$ cat config.mk
export PLATFORM = sky130hd
export DESIGN_NAME = fifo_rst_ctrl
export DESIGN_NICKNAME = d
export VERILOG_FILES = /design/src/rtl/fifo_rst_ctrl.sv
export SDC_FILE = /design/constraint.sdc
export NUM_CORES = 1
export LEC_CHECK = 0
export ABC_AREA = 1
export CELL_PAD_IN_SITES_DETAIL_PLACEMENT = 0
export CELL_PAD_IN_SITES_GLOBAL_PLACEMENT = 1
export CORE_MARGIN = 1.5
export CORE_UTILIZATION = 43
export DETAILED_ROUTE_END_ITERATION = 10
export PLACE_DENSITY = 0.78
export SKIP_LAST_GASP = 1
export SYNTH_ARGS = -nofsm -noshare
export SYNTH_HDL_FRONTEND = slang
export SYNTH_SLANG_ARGS = --single-unit
$ cat constraint.sdc
create_clock -name clk_sync -period 2.1 [get_ports clk_sync]
set_clock_uncertainty 0.2 [all_clocks]
set_input_delay 0.42 -clock clk_sync [delete_from_list [all_inputs] [get_ports clk_sync]]
set_output_delay 0.42 -clock clk_sync [all_outputs]
set_load 0.01 [all_outputs]
$ cat src/rtl/fifo_rst_ctrl.sv
// Reset sequencing controller for the asynchronous FIFO subsystem.
// Synchronizes board reset release, holds FIFO and client core in reset,
// handshakes with the peer domain, then releases FIFO first and core later.
module fifo_rst_ctrl #(
    parameter int HOLD_CYCLES  = 16,
    parameter int GAP_CYCLES   = 4,
    parameter int PEER_TIMEOUT = 1024,
    parameter int CNT_W        = $clog2(
        (HOLD_CYCLES > GAP_CYCLES)
            ? ((HOLD_CYCLES > PEER_TIMEOUT) ? HOLD_CYCLES : PEER_TIMEOUT)
            : ((GAP_CYCLES  > PEER_TIMEOUT) ? GAP_CYCLES  : PEER_TIMEOUT)) + 1
) (
    input  logic clk_sync,
    input  logic async_rst,
    input  logic soft_rst_req,
    input  logic peer_in_rst,
    output logic fifo_rst_n,
    output logic core_rst_n,
    output logic ready,
    output logic busy,
    output logic timeout_err
);

    typedef enum logic [1:0] {
        S_HOLD      = 2'd0,
        S_WAIT_PEER = 2'd1,
        S_GAP       = 2'd2,
        S_RUN       = 2'd3
    } state_e;

    localparam logic [CNT_W-1:0] HOLD_LAST = CNT_W'(HOLD_CYCLES - 1);
    localparam logic [CNT_W-1:0] GAP_LAST  = CNT_W'(GAP_CYCLES - 1);
    localparam logic [CNT_W-1:0] PEER_LAST = CNT_W'(PEER_TIMEOUT - 1);
    localparam logic [CNT_W-1:0] CNT_ONE   = CNT_W'(1);

    logic             sync1_q;
    logic             sync_q;

    state_e           state_q,  state_d;
    logic [CNT_W-1:0] cnt_q,    cnt_d;
    logic             peer_seen_q, peer_seen_d;
    logic             timeout_err_q, timeout_err_d;
    logic             fifo_rst_n_q, fifo_rst_n_d;
    logic             core_rst_n_q, core_rst_n_d;
    logic             ready_q,  ready_d;
    logic             busy_q,   busy_d;

    // Two-flop synchronizer: assert asynchronously, release on clk_sync.
    always_ff @(posedge clk_sync or negedge async_rst) begin
        if (!async_rst) begin
            sync1_q <= 1'b0;
            sync_q  <= 1'b0;
        end else begin
            sync1_q <= 1'b1;
            sync_q  <= sync1_q;
        end
    end

    // Next-state, counter, handshake tracking and output decode.
    always_comb begin
        state_d       = state_q;
        cnt_d         = cnt_q;
        timeout_err_d = timeout_err_q;
        peer_seen_d   = peer_seen_q |
                        (peer_in_rst && (state_q == S_HOLD || state_q == S_WAIT_PEER));

        case (state_q)
            S_HOLD: begin
                if (cnt_q == HOLD_LAST) begin
                    state_d = S_WAIT_PEER;
                    cnt_d   = '0;
                end else begin
                    cnt_d = cnt_q + CNT_ONE;
                end
            end
            S_WAIT_PEER: begin
                if (peer_seen_q && !peer_in_rst) begin
                    state_d = S_GAP;
                    cnt_d   = '0;
                end else if (cnt_q == PEER_LAST) begin
                    // Peer never completed the handshake; proceed but flag it.
                    timeout_err_d = 1'b1;
                    state_d       = S_GAP;
                    cnt_d         = '0;
                end else begin
                    cnt_d = cnt_q + CNT_ONE;
                end
            end
            S_GAP: begin
                if (cnt_q == GAP_LAST) begin
                    state_d = S_RUN;
                    cnt_d   = '0;
                end else begin
                    cnt_d = cnt_q + CNT_ONE;
                end
            end
            default: begin
                state_d = S_RUN;
            end
        endcase

        // Soft restart wins over everything on this edge, including a
        // coincident timeout; the sticky error keeps its previous value.
        if (soft_rst_req) begin
            state_d       = S_HOLD;
            cnt_d         = '0;
            peer_seen_d   = 1'b0;
            timeout_err_d = timeout_err_q;
        end

        // Outputs decode from the next state so they register on the same edge.
        fifo_rst_n_d = (state_d == S_GAP) || (state_d == S_RUN);
        core_rst_n_d = (state_d == S_RUN);
        ready_d      = (state_d == S_RUN);
        busy_d       = (state_d != S_RUN);
    end

    // Sequencer state and registered outputs; held in reset until sync release.
    always_ff @(posedge clk_sync or negedge async_rst) begin
        if (!async_rst) begin
            state_q       <= S_HOLD;
            cnt_q         <= '0;
            peer_seen_q   <= 1'b0;
            timeout_err_q <= 1'b0;
            fifo_rst_n_q  <= 1'b0;
            core_rst_n_q  <= 1'b0;
            ready_q       <= 1'b0;
            busy_q        <= 1'b1;
        end else if (!sync_q) begin
            state_q       <= S_HOLD;
            cnt_q         <= '0;
            peer_seen_q   <= 1'b0;
            timeout_err_q <= 1'b0;
            fifo_rst_n_q  <= 1'b0;
            core_rst_n_q  <= 1'b0;
            ready_q       <= 1'b0;
            busy_q        <= 1'b1;
        end else begin
            state_q       <= state_d;
            cnt_q         <= cnt_d;
            peer_seen_q   <= peer_seen_d;
            timeout_err_q <= timeout_err_d;
            fifo_rst_n_q  <= fifo_rst_n_d;
            core_rst_n_q  <= core_rst_n_d;
            ready_q       <= ready_d;
            busy_q        <= busy_d;
        end
    end

    assign fifo_rst_n  = fifo_rst_n_q;
    assign core_rst_n  = core_rst_n_q;
    assign ready       = ready_q;
    assign busy        = busy_q;
    assign timeout_err = timeout_err_q;

endmodule

# Word-level counts from Yosys, hierarchy flattened
# Cells that the tools add are included.
[word_totals]
regBits = 20
latchBits = 0
mem_bits_rw = 0
rom_bits = 0
input_bits = 4
output_inout_bits = 5
word_cells = 55
memories = 0
[classes]
n_addsub = 1
n_mul = 0
div = 0
order_cmp = 0
n_eq_ne = 13
n_shift = 0
n_mux = 24
n_bitwise = 1
reduce_logical = 7
[op_table]
columns = ["operator", "count"]
rows = [
  ["$mux 11", 6],
  ["$pmux 11 s3", 1],
  ["$mux 2", 6],
  ["$add 11x1->11 const B", 1],
  ["$eq 11x10->1 const B", 1],
  ["$eq 11x2->1 const B", 1],
  ["$eq 11x4->1 const B", 1],
  ["$mux 1", 10],
  ["$eq 2x2->1 const B", 3],
  ["$ne 2x2->1 const B", 3],
  ["$pmux 2 s3", 1],
  ["$ne 5x2->1 const B", 1],
  ["$ne 2x1->1 const B", 2],
  ["$reduce_and 4->1", 1],
  ["$eq 2x1->1 const B", 1],
  ["$logic_and 1x1->1", 2],
  ["$logic_not 2->1", 1],
  ["$logic_or 1x1->1", 2],
  ["$logic_not 1->1", 1],
  ["$or 1x1->1", 1],
]

# Depth between registers and ports, before layout
[depth]
word_depth = 8
depth_mapped = 10
mapped_depth_nobuf = 10

# Least setup slack after synthesis
# OpenSTA, ideal clock, no wires.
[synth_path]
kind = "reg-to-reg"
from = "register state_q[0]"
to = "register cnt_q[2]"
setup_time_ps = 120
t_arrival_ps = 1362
slack_ps = 418
stages_incl_launch_ff = 9
path_buffers = 1
cell_sequence = "dfrtp_1 -> inv_1 -> ha_1 -> nor2_1 -> nand3_2 -> buf_2 -> nand2_1 -> xor2_1 -> nor2_1"
[synth_via]
elab_chain_cells = 4
[synth_rtl]
columns = ["item", "line", "text"]
rows = [
  ["start, declared", "39", "state_e state_q, state_d;"],
  ["start signal, assigned", "139", "state_q <= state_d;"],
  ["$eq 2x2->1, or another cell as far along", "67", "case (state_q)"],
  ["$pmux 11 s3", "67", ""],
  ["$mux 11", "104", "if (soft_rst_req) begin"],
  ["$mux 11", "129", "end else if (!sync_q) begin"],
  ["end signal, assigned", "140", "cnt_q <= cnt_d;"],
  ["end, declared", "40", "logic [CNT_W-1:0] cnt_q, cnt_d;"],
]
# Parallel ways exist; a longest one is shown, timed or not.
# A chain may end at the register's enable or synchronous reset.

# Final worst setup path
[layout_path]
from = "register busy_q (netlist: busy)"
to = "output busy"
[layout_rtl]
columns = ["item", "line", "text"]
rows = [
  ["start, declared", "46", "logic busy_q, busy_d;"],
  ["start signal, assigned", "146", "busy_q <= busy_d;"],
  ["end, declared", "20", "output logic busy,"],
]
# No word-level cell between the ends.

==> impl_metrics.toml <==
[global_routing]
grt_pass1_vias = 1009
grt_max_degree = 21
grt_usage_pct = 17.7
overflow = 0
grt.met1_usage_pct = 25.2
grt_pass1_wl_microns = 4480
grt_util_met3_pct = 2.04
grt_antenna_before_repair = 0
top_usage_layer = "met2"
use_met2_pct = 28.7

[min_path]
holdCritStartpoint = "sync1_q"
hold_path_class = "reg2reg"

[floorplan]
core_region_area_sq_um = 2760
num_io_pins = 9
dieArea_sq_um = 3260
die_h_microns = 57.1
die_w_microns = 57.1
rows = 19
start_util_pct = 45.6

[cells_and_area]
num_antenna_cells = 0
area_growth_pct = 16.2
drive_gt1_share_pct = 19.9
nets = 186
stdcell_area_sq_um = 1460

[critical_path]
path_max_fanout = 1
worstPathArrival_ns = 1.36
crit_buf_inv = 1
crit_chain = "clkdlybuf4s50_1"
start_kind = "flop"
r2r_start = "state_q[0]"
slowest_delay_ns = 0.54
crit_required_ns = 1.48
cp-end-kind = "output port"
crit_type = "reg2out"
critPathSlowestCell = "dfstp_2"
critPathTopFamily = "flip-flops"
critPathLaunch = "busy"

[cts]
path_clk_slew_ns = 0.12
clk_latency_ns = 0.30
numCtsBuffers = 3
htreeDepth = 1
clockRootBuffer = "clkbuf_4"
ctsResizeCount = 0
cts.path.max_buffers = 2
cts_sinks = 20
cts_tree = "done"
ctsHoldBuffers = 0

[route]
vias_per_cell = 4.98
wl_per_cell_microns = 12.2
via_count = 1031
drcViolationCount = 0
ant_nets = 0
firstDrtPassIters = 4
first_iter_violations = 47
routed_wl_microns = 2520

[timing]
hold_viol = 0
drv_slew = 0
finalSetupViolCount = 0
tns_ns = 0
fin_crit_sh_pct = 94.3
period_needed_ns = 1.98
rsz0062_at_grt = "false"
whs_ns = 0.169
clock.fmax_mhz = 505

[power_and_ir_drop]
p_leak_uw = 0.000715
power.density_nw_per_um2 = 512
ir_worst_vdd_mv = 0.336
finalPower_uw = 749

[placement]
dp_hpwl_microns = 1920
place.port_buffers = 8
placed_area_sq_um = 1400
gp_congestion = 0.830

[logic_synthesis]
synth_fp_nets = 169
ys_seq_area_share_pct = 39.9
syn_avg_cell_area_sq_um = 7.87
ys_ff_latch = 20
synthAdderAreaFrac_pct = 4.97
synthFlopType = "dfrtp_1"
synthXorXnorAreaFrac_pct = 1.39
synth_top_family_by_area = "simple AND/OR/NAND/NOR gates"
synthDominantCellAreaShare_pct = 37.8
synth-simple-area-share_pct = 37.2
yosys_warnings = 0
synth_cells = 160
yosys.area.top_type = "dfrtp_1"
synthMuxAreaShare_pct = 0
synth_area_sq_um = 1260
synth_edf_count = 0
synth_compound_area_share_pct = 8.45
ys_top_cells_by_area = "dfrtp_1, nand2_1, nor2_1"
ys_types = 31
async_reset_ff_share_pct = 100

[run_status]
status = "finished, final reports clean"

[job]
cap_violations = 0
timing repair:
item / CTS / global route
buffers inserted: 0 / 2
endpoints found under the hold margin: 0 / 0
endpoints found under the setup margin: 0 / 1
per-layer routing:
metal  part of all wire, %  routed length (microns)
met1                    52                     1310
met3                   2.0                       51
met4                  0.75                       19
met2                    45                     1140
met5                     0                        0
cells in the final DEF, fill, tap and decap left out, drive strengths merged:
master         netlist  routed
o31ai                1       1
nor3                 3       3
nor2                32      32
or2                  1       1
a21boi               3       3
nand2               40      40
inv                 23      23
nand3b               1       1
buf                  2       6
clkdlybuf4s50        0       8
nand3               13      13
ha                   5       5
a21oi                7       7
a31oi                1       1
clkbuf               0       3
xor2                 2       2
dfrtp               19      19
o21ai                1       1
bufinv               0       1
nand4                2       2
conb                 1       1
dfstp                1       1
o21bai               2       2
cell type report:
type | instances | area, sq um
clock buffers | 3 | 22.5
fillers | 261 | 1290
well taps | 31 | 38.8
repair buffers | 14 | 125
inverters | 23 | 86.3
clock inverters | 1 | 30.0
multi-input cells | 115 | 658
flip-flops and latches | 20 | 502
per-stage QoR:
step	utilization, %	setup WS [ns]	std cells
global placement	50.6	0.128	201
detailed placement	50.6	0.125	201
floorplan	-	0.418	160
global route	53.0	0.0216	207
CTS	52.5	0.103	205
finish	53.0	0.119	207
report_power, final:
part           internal, uW  switching (uW)  leakage [uW]
sequential              390            3.23      0.000270
clock                   193             122     0.0000279
combinational          16.3            25.4      0.000417
final timing paths:
check | cells past startpoint | to | slack, ns
setup / recovery | 1 | busy | 0.12
hold / removal | 0 | sync_q | 0.17
setup reg to reg | 8 | cnt_q[8] | 0.15
hold reg to reg | 0 | sync_q | 0.17
max in group asynchronous | 2 | busy | 1.19
min in group asynchronous | 2 | sync1_q | 0.24
cell usage after synthesis (2+ instances only):
library cell   n
inv_2          5
ha_1           5
xor2_1         2
nor3_1         2
nand3_1        7
dfrtp_1       19
inv_1         18
nor2_4         2
nor2_2         2
nand2_2        4
nand3_4        2
nand2_1       35
nand3_2        4
nand4_1        2
a21oi_1        5
a21boi_1       3
nor2_1        28
o21bai_1       2
flip-flops by register name, indices dropped and copies added, names as in the netlist:
register     cells
sync1_q          1
busy             1
fifo_rst_n       1
sync_q           1
state_q          2
cnt_q           11
timeout_err      1
peer_seen_q      1
ready            1
cell families after synthesis:
kind of cell             count (synthesis)
adder cells (fa/ha/maj)                  5
AND/OR/NAND/NOR                         92
AO/OA/AOI/OAI                           15
XOR/XNOR                                 2
buffers and inverters                   25
other                                    1
flip-flops                              20
No activity file was read; power rests on OpenSTA's default activity.
